## config.mk

```make
export PLATFORM = sky130hd
export DESIGN_NAME = mantissa_product_normalizer
export DESIGN_NICKNAME = d
export VERILOG_FILES = /design/src/rtl/posit_fmau_pkg.sv /design/src/rtl/mant_lane_norm.sv /design/src/rtl/mantissa_product_normalizer.sv
export SDC_FILE = /design/constraint.sdc
export NUM_CORES = 1
export LEC_CHECK = 0
export CORE_MARGIN = 2
export CORE_UTILIZATION = 35
export DETAILED_ROUTE_END_ITERATION = 16
export MAX_ROUTING_LAYER = met4
export PLACE_DENSITY = 0.61
export SLEW_MARGIN = 20
export SYNTH_ARGS = -nofsm -noshare
export SYNTH_HDL_FRONTEND = slang
export SYNTH_SLANG_ARGS = --single-unit
```

## constraint.sdc

```tcl
create_clock -name clk -period 1.59 [get_ports clk]
set_input_delay 0.159 -clock clk [delete_from_list [all_inputs] [get_ports clk]]
set_output_delay 0.159 -clock clk [all_outputs]
set_load 0.02 [all_outputs]
```

## src/rtl/posit_fmau_pkg.sv

```systemverilog
// posit_fmau_pkg: lane-mode encodings, lane widths and lane counts for the mantissa datapath
// No ports; imported by mant_lane_norm and mantissa_product_normalizer.
package posit_fmau_pkg;
    typedef enum logic [1:0] {
        OP_1X28 = 2'b00,
        OP_2X14 = 2'b01,
        OP_4X7  = 2'b10,
        OP_RSVD = 2'b11
    } lane_op_e;
    localparam int PROD_W    = 56;
    localparam int FRAC_W    = 28;
    localparam int MAX_LANES = 4;
    localparam int LANE_W28  = 28;
    localparam int LANE_W14  = 14;
    localparam int LANE_W7   = 7;
    function automatic int lane_count(input lane_op_e op);
        return op == OP_1X28 ? 1 : op == OP_2X14 ? 2 : op == OP_4X7 ? 4 : 0;
    endfunction
endpackage

```

## src/rtl/mant_lane_norm.sv

```systemverilog
// mant_lane_norm: one-bit normalization of a single 2W-bit lane mantissa product
// Ports: p (2W-bit product) -> frac ({W-1 fraction, guard}), exp_inc, sticky, zero.
// Macro MANT_NORM_STICKY_EN builds the sticky OR; otherwise sticky is tied to 0.
module mant_lane_norm #(
    parameter int W = 28
) (
    input  logic [2*W-1:0] p,
    output logic [W-1:0]   frac,
    output logic           exp_inc,
    output logic           sticky,
    output logic           zero
);
    // Slicing p directly at two offsets avoids building the shifted product.
    always_comb begin
        exp_inc = p[2*W-1];
        frac    = exp_inc ? p[2*W-2:W-1] : p[2*W-3:W-2];
        zero    = ~|p;
`ifdef MANT_NORM_STICKY_EN
        sticky  = exp_inc ? |p[W-2:0] : |p[W-3:0];
`else
        sticky  = 1'b0;
`endif
    end
endmodule

```

## src/rtl/mantissa_product_normalizer.sv

```systemverilog
// mantissa_product_normalizer: 2-stage valid/ready normalizer for 1x28, 2x14 or 4x7 SIMD mantissa products
// Ports: clk, rst_n (sync, active-low); in_valid/in_ready with prod[55:0], op[1:0];
//        out_valid/out_ready with frac_out[27:0], exp_inc[3:0], sticky[3:0], lane_zero[3:0], op_err.
// Macro MANT_NORM_STICKY_EN enables the per-lane sticky outputs (constant 0 otherwise).
module mantissa_product_normalizer
    import posit_fmau_pkg::*;
#(
    parameter int LAT_STAGES = 2
) (
    input  logic                 clk,
    input  logic                 rst_n,
    input  logic                 in_valid,
    output logic                 in_ready,
    input  logic [PROD_W-1:0]    prod,
    input  logic [1:0]           op,
    output logic                 out_valid,
    input  logic                 out_ready,
    output logic [FRAC_W-1:0]    frac_out,
    output logic [MAX_LANES-1:0] exp_inc,
    output logic [MAX_LANES-1:0] sticky,
    output logic [MAX_LANES-1:0] lane_zero,
    output logic                 op_err
);
    logic [LAT_STAGES-1:0]  vld;
    logic [PROD_W-1:0]      prod_s1;
    lane_op_e               op_s1;
    logic                   adv_s2;
    logic [FRAC_W-1:0]      f28;
    logic                   e28, s28, z28;
    logic [1:0][13:0]       f14;
    logic [1:0]             e14, s14, z14;
    logic [3:0][6:0]        f7;
    logic [3:0]             e7, s7, z7;
    logic [FRAC_W-1:0]      frac_n;
    logic [MAX_LANES-1:0]   inc_n, stk_n, zero_n;
    logic                   err_n;

    mant_lane_norm #(.W(LANE_W28)) u_l28 (
        .p(prod_s1), .frac(f28), .exp_inc(e28), .sticky(s28), .zero(z28)
    );
    for (genvar k = 0; k < 2; k++) begin : g_l14
        mant_lane_norm #(.W(LANE_W14)) u_lane (
            .p(prod_s1[28*k +: 28]), .frac(f14[k]), .exp_inc(e14[k]), .sticky(s14[k]), .zero(z14[k])
        );
    end
    for (genvar k = 0; k < 4; k++) begin : g_l7
        mant_lane_norm #(.W(LANE_W7)) u_lane (
            .p(prod_s1[14*k +: 14]), .frac(f7[k]), .exp_inc(e7[k]), .sticky(s7[k]), .zero(z7[k])
        );
    end

    // Every lane width is computed in parallel; op only selects which set reaches stage 2.
    always_comb begin
        frac_n = op_s1 == OP_1X28 ? f28 : op_s1 == OP_2X14 ? f14 : op_s1 == OP_4X7 ? f7 : '0;
        inc_n  = op_s1 == OP_1X28 ? {3'b0, e28} : op_s1 == OP_2X14 ? {2'b0, e14} : op_s1 == OP_4X7 ? e7 : '0;
        stk_n  = op_s1 == OP_1X28 ? {3'b0, s28} : op_s1 == OP_2X14 ? {2'b0, s14} : op_s1 == OP_4X7 ? s7 : '0;
        zero_n = op_s1 == OP_1X28 ? {3'b0, z28} : op_s1 == OP_2X14 ? {2'b0, z14} : op_s1 == OP_4X7 ? z7 : '0;
        err_n  = op_s1 == OP_RSVD;
    end

    // Stage 2 moves when empty or drained; stage 1 moves whenever stage 2 can take its beat.
    assign adv_s2    = !vld[LAT_STAGES-1] || out_ready;
    assign in_ready  = !vld[0] || adv_s2;
    assign out_valid = vld[LAT_STAGES-1];

    always_ff @(posedge clk) begin
        if (!rst_n) begin
            vld       <= '0;
            prod_s1   <= '0;
            op_s1     <= OP_1X28;
            frac_out  <= '0;
            exp_inc   <= '0;
            sticky    <= '0;
            lane_zero <= '0;
            op_err    <= 1'b0;
        end else begin
            if (in_ready) vld[0] <= in_valid;
            if (in_ready && in_valid) begin
                prod_s1 <= prod;
                op_s1   <= lane_op_e'(op);
            end
            if (adv_s2) vld[LAT_STAGES-1] <= vld[0];
            if (adv_s2 && vld[0]) begin
                frac_out  <= frac_n;
                exp_inc   <= inc_n;
                sticky    <= stk_n;
                lane_zero <= zero_n;
                op_err    <= err_n;
            end
        end
    end
endmodule

```

Yosys cells after proc, flatten, opt, wreduce, memory -nomap -nowiden
Index checks and enable logic that the tools add are counted.
Storage, ports and cells
  register bits: 97
  logic and storage cells: 48
  bits of input ports: 62
  output and inout bits: 43
Cells by class
  equal/unequal tests: 3
  multiplexer cells: 16
  reduce and logical (&&, ||, !) cells: 21
Operators by type and width (number)
  28-bit 2-to-1 mux: 4
  14-bit OR reduction: 4
  28-bit OR reduction: 2
  56-bit OR reduction: 1
  14-bit 2-to-1 mux: 2
  7-bit 2-to-1 mux: 4
  4-bit 2-to-1 mux: 6
  1-bit logical NOT: 9
  2-bit equality test (second input constant): 2
  2-bit by 1-bit equality test with 1-bit output (second input constant): 1
  1-bit logical AND: 2
  2-bit logical NOT: 1
  1-bit logical OR: 2

Logic depth before layout (Yosys ltp)
Gate-level depths: netlist of run 1.
  depth after elaboration: 5
  mapped depth: 6
  mapped depth without buffers: 4

Cells and area by module
From an unflattened synthesis of run 1, not the netlist that was laid out.
Unflattened totals
  cell total of the unflattened synthesis: 666
  area, all modules: 6282.3 sq um
Modules (own cells, without submodules)
  mantissa_product_normalizer: instances 1, seq. area each 2021.9 sq um, area each 4679.5 sq um, cells each 491
  mant_lane_norm (g_l7[0].u_lane ...): instances 4, seq. area each 0.0 sq um, area each 146.4 sq um, cells each 16
  mant_lane_norm (g_l14[0].u_lane ...): instances 2, seq. area each 0.0 sq um, area each 266.5 sq um, cells each 29
  mant_lane_norm (u_l28): instances 1, seq. area each 0.0 sq um, area each 484.2 sq um, cells each 53

Worst setup path before layout of run 1
No wires, ideal clock.
  kind: reg2reg
  start: register vld[1]
  end: register prod_s1[41]
  required time: 1.514 ns
  library setup time: 0.076 ns
  arrival time: 1.448 ns
  stages on the path, launching flop included: 7
  path slack: 0.066 ns
  clock period less this slack: 1.524 ns
  cell sequence: dfxtp_1 nand3b_1 nand2_1 buf_2 buf_2 nand2_1 a21boi_0
On the way
  cells in the longest elaborated chain, start to end: 4
RTL lines
  from (decl): RTL line mantissa_product_normalizer.sv:24  | logic [LAT_STAGES-1:0] vld;
  from (signal, indexed assignment): RTL line mantissa_product_normalizer.sv:82  | if (adv_s2) vld[LAT_STAGES-1] <= vld[0];
  1-bit logical NOT: RTL line mantissa_product_normalizer.sv:62  | assign adv_s2 = !vld[LAT_STAGES-1] || out_ready;
  1-bit logical OR: RTL line mantissa_product_normalizer.sv:62
  1-bit logical OR: RTL line mantissa_product_normalizer.sv:63  | assign in_ready = !vld[0] || adv_s2;
  named net in_ready: RTL line mantissa_product_normalizer.sv:13  | output logic in_ready,
  1-bit logical AND: RTL line mantissa_product_normalizer.sv:78  | if (in_ready && in_valid) begin
  to (signal assigned): RTL line mantissa_product_normalizer.sv:79  | prod_s1 <= prod;
  to (decl): RTL line mantissa_product_normalizer.sv:25  | logic [PROD_W-1:0] prod_s1;
The timed path passes the listed nets, and every way through them passes these cells.
A chain may end at the register's enable or synchronous reset.

Final worst setup path of run 1
  start: register lane_zero[1]
  end: output lane_zero[1]
RTL lines
  from (decl): RTL line mantissa_product_normalizer.sv:21  | output logic [MAX_LANES-1:0] lane_zero,
  from (signal assigned): RTL line mantissa_product_normalizer.sv:87  | lane_zero <= zero_n;
No word-level cell between the ends.

==> results of run 1 <==
[synth_stat cells (8+ instances only)]
cell type,instances
a211oi_1,19
a21boi_0,66
mux2i_1,48
nor2_1,11
buf_4,8
nand2_1,144
or3_1,9
dfxtp_1,97
nor4_1,13
o21ai_0,12
o221a_2,10
buf_2,20
clkbuf_1,21
o211a_1,8
nor2b_1,11
a21boi_1,10
[layout make-up]
type                    instances  area share (%)
clock buffers                  14            4.28
well taps                     176            3.44
multi-input cells             400            39.3
clock inverters                 2           0.547
inverters                       2           0.117
flip-flops and latches         97            30.3
repair buffers                143            21.9
[cell families (layout without fill, tap and decap cells)]
group / after synthesis / in the layout / share of synthesized area (%)
other: 1 / 4 / 0.0799
buffers and inverters: 54 / 161 / 5.65
muxes: 48 / 48 / 10.2
AOI/OAI and AO/OA: 145 / 145 / 23.7
and+or+nand+nor: 203 / 203 / 18.9
DFF: 97 / 97 / 41.4
[path summary, 6_finish.rpt]
check,cells after the start,startpoint,endpoint
worst max-delay path,1,lane_zero[1]$_SDFFE_PN0P_,lane_zero[1]
worst min-delay path,2,rst_n,frac_out[9]$_SDFFE_PN0P_
worst max register to register,5,prod_s1[38]$_SDFFE_PN0P_,lane_zero[2]$_SDFFE_PN0P_
worst min register to register,2,frac_out[26]$_SDFFE_PN0P_,frac_out[26]$_SDFFE_PN0P_
[state kept, by name (all words and copies together) (netlist names)]
register	count
exp_inc	4
vld	2
op_s1	2
prod_s1	56
lane_zero	4
frac_out	28
op_err	1
[through the flow]
stage | hold slack, ns | setup WS (ns)
after global placement | 0.454 | -0.0475
after global routing | 0.363 | 0.0179
final | 0.335 | 0.0737
after floorplan | 0.294 | 0.0661
after CTS | 0.330 | 0.0545
after detailed placement | 0.459 | -0.0967
[report_power, final]
part | switching [µW] | total (µW) | internal, µW
registers | 122 | 2680 | 2560
logic | 482 | 1010 | 528
clock network | 882 | 2230 | 1350
total | 1490 | 5920 | 4440
[routing by layer]
metal / vias to the layer above / part of all wire (%) / track usage [%]
met3: 7 / 4.3 / 2.42
met5: - / 0 / -
met2: 99 / 47 / 28.3
met4: 0 / 0.70 / 6.25
li1: 2140 / - / -
met1: 1945 / 48 / 24.7
[cell usage in the layout, fill, tap and decap left out, types with 8 or more instances in the layout]
| cell type | n |
|---|---|
| a211oi_1 | 19 |
| a21boi_0 | 66 |
| a21boi_1 | 10 |
| buf_4 | 36 |
| clkbuf_16 | 9 |
| clkdlybuf4s50_1 | 98 |
| dfxtp_1 | 96 |
| mux2i_1 | 48 |
| nand2_1 | 143 |
| nor2_1 | 11 |
| nor2b_1 | 10 |
| nor4_1 | 12 |
| o211a_1 | 8 |
| o21ai_0 | 12 |
| o221a_2 | 10 |
| or3_1 | 9 |
[what timing repair did]
| action | 4_1_cts | 5_1_grt |
|---|---|---|
| hold buffers | 0 | 0 |
| resized for setup | 1 | 1 |
| setup endpoints to repair | 1 | 3 |
| buffers inserted | 0 | 1 |
| pin swaps | 0 | 1 |
==> impl_results.md, run 1 <==
- Status: complete, no violations
- Detailed-route via count: 4191
- Iteration-0 DRC Markers: 222
- Area added between synthesis and finish: 36.5%
- Power per unit of standard cell area: 925 mW/mm²
- Final-stage net count: 715
- Required time of the critical path: 1.43 ns
- Avg WL per Cell: 15.2 µm
- Routed wire length: 12.6 mm
- Global-route wire length before repair: 20.4 mm
- Via count of the first global-routing pass: 4091
- Clock root buffer master: clkbuf_16
- Number of cells in the finished layout apart from fillers: 834
- Maximum ir drop on the vdd rail: 0.000665 V
- Util after Layout: 48.6%
- Capturing element type of the critical path: output port
- Number of enable flip-flop cells after synthesis: 0
- Remaining antenna violation count: 0
- PnR Total Power: 5920 µW
- Fraction of the cycle the final worst path needs: 95.4%
- DIE AREA: 0.0144 mm²
- Iteration count of the initial detailed-routing pass: 4
- Share of final-layout standard cells stronger than drive strength 1: 11.4%
- Nature of the critical path startpoint: register
- Fraction of the yosys area taken by sequential cells: 41.4%
- Synth unique cells: 35
- CP delay by family, top: buffers and inverters
- Io pins: 105
- Starting utilization of the core area: 35.6%
- Maximum frequency from static timing analysis: 659 MHz
- Insertion delay to the later sink of the worst-skew pair: 0.34 ns
- Post-route cell area: 0.00640 mm²
- CTS buffer count: 9
- Biggest fanout along the worst timing path: 2
- Worst Max-Slew Pin Slew: 0.528 ns
- Tmin final: 1.52 ns
- Number of design rule violations left after detail routing: 0
- Worst-path clk slew: 0.07 ns
- Leak: 0.00239 µW
- Combined area of the multi-input logic cells: 0.00252 mm²
- Cell-by-cell listing of the critical path: clkdlybuf4s50_1
- Maximum clock skew at final layout: 0.00832 ns
- Crit Path Class: register to output port
- Total placed cells including tap cells: 817
- Global-route usage over all layers: 18.3%
- Cell type with the largest total area after synthesis: dfxtp_1
- Count of clock tree sinks: 97
- Post-Synthesis Cells: 548
- GRT overflow: 0
- Pin count of the biggest net entering global routing: 43
- Area of the core region: 0.0132 mm²
- Worst stage delay on the critical path: 0.63 ns
- Share of synthesized flip-flops with an asynchronous set or reset: 0%
- Data arrival, critical path: 1.36 ns
- RSZ-0062 raised after global routing: no
- Max stage delay cell, worst path: clkdlybuf4s50_1
- Maximum capacitance violations: 0
- Count of pins over their slew limit: 0
- Primary FF master, synth: dfxtp_1
- Antenna Cells: 0
- Number of filler instances in the final layout: 1248
- Placed Instance Area: 0.00608 mm²
- Warning count from the yosys run: 0
- Worst setup slack for register-to-register paths: 0.12 ns
- Number of input and output port buffers inserted: 100
- Fraction of post-synthesis cell area in the top cell type by area: 41.4%
- Path class of the lowest-slack min-delay path: input pin to register
- Final weighted congestion of routability-driven global placement: 0.833
- H-tree depth: 3
- Post-DP HPWL: 9.21 mm
- Buffers and inverters on the worst path: 1
- Setup violation total in the final timing report: 0
- Initial antenna violation count: 0
- Avg Inst Size Synth: 8.56 µm²
- Clock buffer depth: 2
- Post-synthesis register bit count: 97
- Die W: 120 µm
- Biggest area contributors in the synthesized netlist: dfxtp_1, nand2_1, a21boi_0
- Die height: 120 µm
- Worst slew margin relative to its limit: 64.7%
- Vias per std cell: 5.03
- Final Hold Vio Count: 0
- Num rows: 42
- FF/Latch Area: 0.00194 mm²
- Total Negative Setup Slacks: 0 ns
- Post-synthesis instance area: 0.00469 mm²
- TritonCTS clock tree: yes
Power figures use the tool's default switching activity.
==> run 2, diff against run 1 <==
SETUP_SLACK_MARGIN = 0.5   (was unset)
SLEW_MARGIN = 5   (was 20)
==> run 2 against run 1 <==
  * Global-route usage increased by 3.3 points
  * Largest power group unchanged
  * Non-clock buffer count up 27
  * Combinational power rose by 44%
  * Worst setup slack got worse by 0.042 ns
  * Clock skew about the same
  * Final cell count up 3.2%
  * Sequential share of layout area fell by 4.7 points
  * Final area increased by 20%
==> impl_results.md, run 2 (same netlist as run 1, synthesis figures left out) <==
- TritonCTS clock tree: yes
- Area added between synthesis and finish: 63.2%
- Worst setup slack for register-to-register paths: 0.03 ns
- Initial antenna violation count: 0
- Largest Register: prod_s1
- H-tree depth: 3
- Worst-path clk slew: 0.07 ns
- Worst stage delay on the critical path: 0.38 ns
- Final-stage net count: 742
- Nature of the critical path startpoint: register
- Io pins: 105
- Data arrival, critical path: 1.85 ns
- Path class of the lowest-slack min-delay path: input pin to register
- Global-route usage over all layers: 21.6%
- Max stage delay cell, worst path: or3_1
- Final Hold Vio Count: 0
- Status: complete, no violations
- Clock root buffer master: clkbuf_16
- Maximum frequency from static timing analysis: 642 MHz
- Antenna Cells: 0
- Starting utilization of the core area: 35.6%
- P_int: 4910 µW
- Comb pwr share: 21.7%
- Maximum capacitance violations: 0
- Count of clock tree sinks: 97
- Maximum ir drop on the vdd rail: 0.000508 V
- Net Sw Frac: 26.6%
- Post-DP HPWL: 9.10 mm
- Maximum clock skew at final layout: 0.00789 ns
- Routed wire length: 15.4 mm
- Required time of the critical path: 1.88 ns
- Setup violation total in the final timing report: 0
- Total placed cells including tap cells: 812
- Detailed-route via count: 4482
- Count of pins over their slew limit: 0
- Share of final-layout standard cells stronger than drive strength 1: 38.1%
- Iteration count of the initial detailed-routing pass: 4
- Avg WL per Cell: 17.9 µm
- Die height: 120 µm
- Number of input and output port buffers inserted: 100
- GRT overflow: 0
- CP delay by family, top: simple AND/OR/NAND/NOR gates
- Number of cells in the finished layout apart from fillers: 861
- Share of total power in the clock network: 37.9%
- CTS buffer count: 9
- DIE AREA: 0.0144 mm²
- Pin count of the biggest net entering global routing: 62
- Insertion delay to the later sink of the worst-skew pair: 0.36 ns
- Final weighted congestion of routability-driven global placement: 0.860
- Flip-flop count of the largest register after layout: 56
- Number of design rule violations left after detail routing: 0
- Leak: 0.00314 µW
- RSZ-0062 raised after global routing: yes
- Biggest registers after layout: prod_s1: 56 flops, frac_out: 28 flops
- Remaining antenna violation count: 0
- Util after Layout: 58.1%
- Via count of the first global-routing pass: 4422
- Buffers and inverters on the worst path: 1
- Number of hold-repair buffers added at the cts stage: 0
- Die W: 120 µm
- Tmin final: 1.56 ns
- Share of power burned in registers: 40.4%
- Biggest fanout along the worst timing path: 3
- Cell-by-cell listing of the critical path: nor4_4 -> buf_4 -> nand4_1 -> or3_1 -> a21boi_1
- Most used cells in the layout excluding fill and tap cells: nand2_1, dfxtp_1, clkdlybuf4s50_1
- PnR Total Power: 6690 µW
- Capturing element type of the critical path: register
- Vias per std cell: 5.21
- Power per unit of standard cell area: 873 mW/mm²
- Clock buffer depth: 2
- P_sw: 1780 µW
- Area of the core region: 0.0132 mm²
- Fraction of the cycle the final worst path needs: 98.0%
- Global-route wire length before repair: 23.4 mm
- Crit Path Class: register to register
- Iteration-0 DRC Markers: 298
- Num rows: 42
- Number of filler instances in the final layout: 1140
[run 2: cell count changes in the layout (fill, tap and decap cells not counted), moves of 13 or more]
cell,before,now
nand2_4,0,45
a21boi_2,0,27
clkdlybuf4s50_1,98,60
a21boi_0,66,4
nand2_2,1,14
buf_2,1,30
nand2_1,143,85
a21boi_1,10,45
[run 2: layout make-up]
class,instances,area (µm²),area share (%)
multi-input combinational,400,3220,42.0
sequential,97,1960,25.6
timing repair buffer,170,1910,24.9
clock buffer,10,239,3.12
tap,176,220,2.88
clock inverter,6,105,1.37
inverter,2,7.51,0.0980
[run 2: what timing repair did]
item / in CTS / in global routing
buffers inserted: 14 / 4
gates cloned: 12 / 3
endpoints found under the setup margin: 134 / 104
pin swaps: 79 / 43
resized for setup: 254 / 126
[run 2: through the flow]
stage	TNS, ns	worst slack [ns]	instance area [µm²]	hold WS [ns]
after global placement	-0.0130	-0.0130	6160	0.445
after detailed placement	-0.463	-0.0736	6160	0.455
after floorplan	0	0.327	4890	0.296
final	0	0.0313	7660	0.151
after CTS	0	0.107	7110	0.145
after global routing	-0.0386	-0.0326	7660	0.156
[run 2: worst reg2reg max path, stage by stage (launching register included)]
cell      delay (ns)
dfxtp_2         0.34
nor4_4          0.32
buf_4           0.16
nand4_1         0.19
or3_1           0.38
a21boi_1        0.12
[run 2: path summary, 6_finish.rpt]
check                                                from                         to  cells after the start
worst max-delay path             prod_s1[38]$_SDFFE_PN0P_  lane_zero[2]$_SDFFE_PN0P_                      5
worst min-delay path                                rst_n      op_s1[0]$_SDFFE_PN0P_                      2
worst max register to register   prod_s1[38]$_SDFFE_PN0P_  lane_zero[2]$_SDFFE_PN0P_                      5
worst min register to register  frac_out[22]$_SDFFE_PN0P_  frac_out[22]$_SDFFE_PN0P_                      2
[run 2: power by group through the flow]
stage                     logic [µW]  clock network, µW  registers, µW
after floorplan                  580                  0           2760
after global placement          1030                  0           2730
after detailed placement        1050                  0           2740
after CTS                       1280               2560           2690
after global routing            1550               2670           2720
final                           1450               2530           2700
[run 2: metal layers]
metal | GRT usage, % | up-vias | share of wire, %
li1 | - | 2199 | -
met1 | 27.9 | 2160 | 44
met2 | 34.7 | 106 | 49
met3 | 3.80 | 17 | 5.4
met4 | 6.54 | 0 | 1.4
met5 | - | - | 0
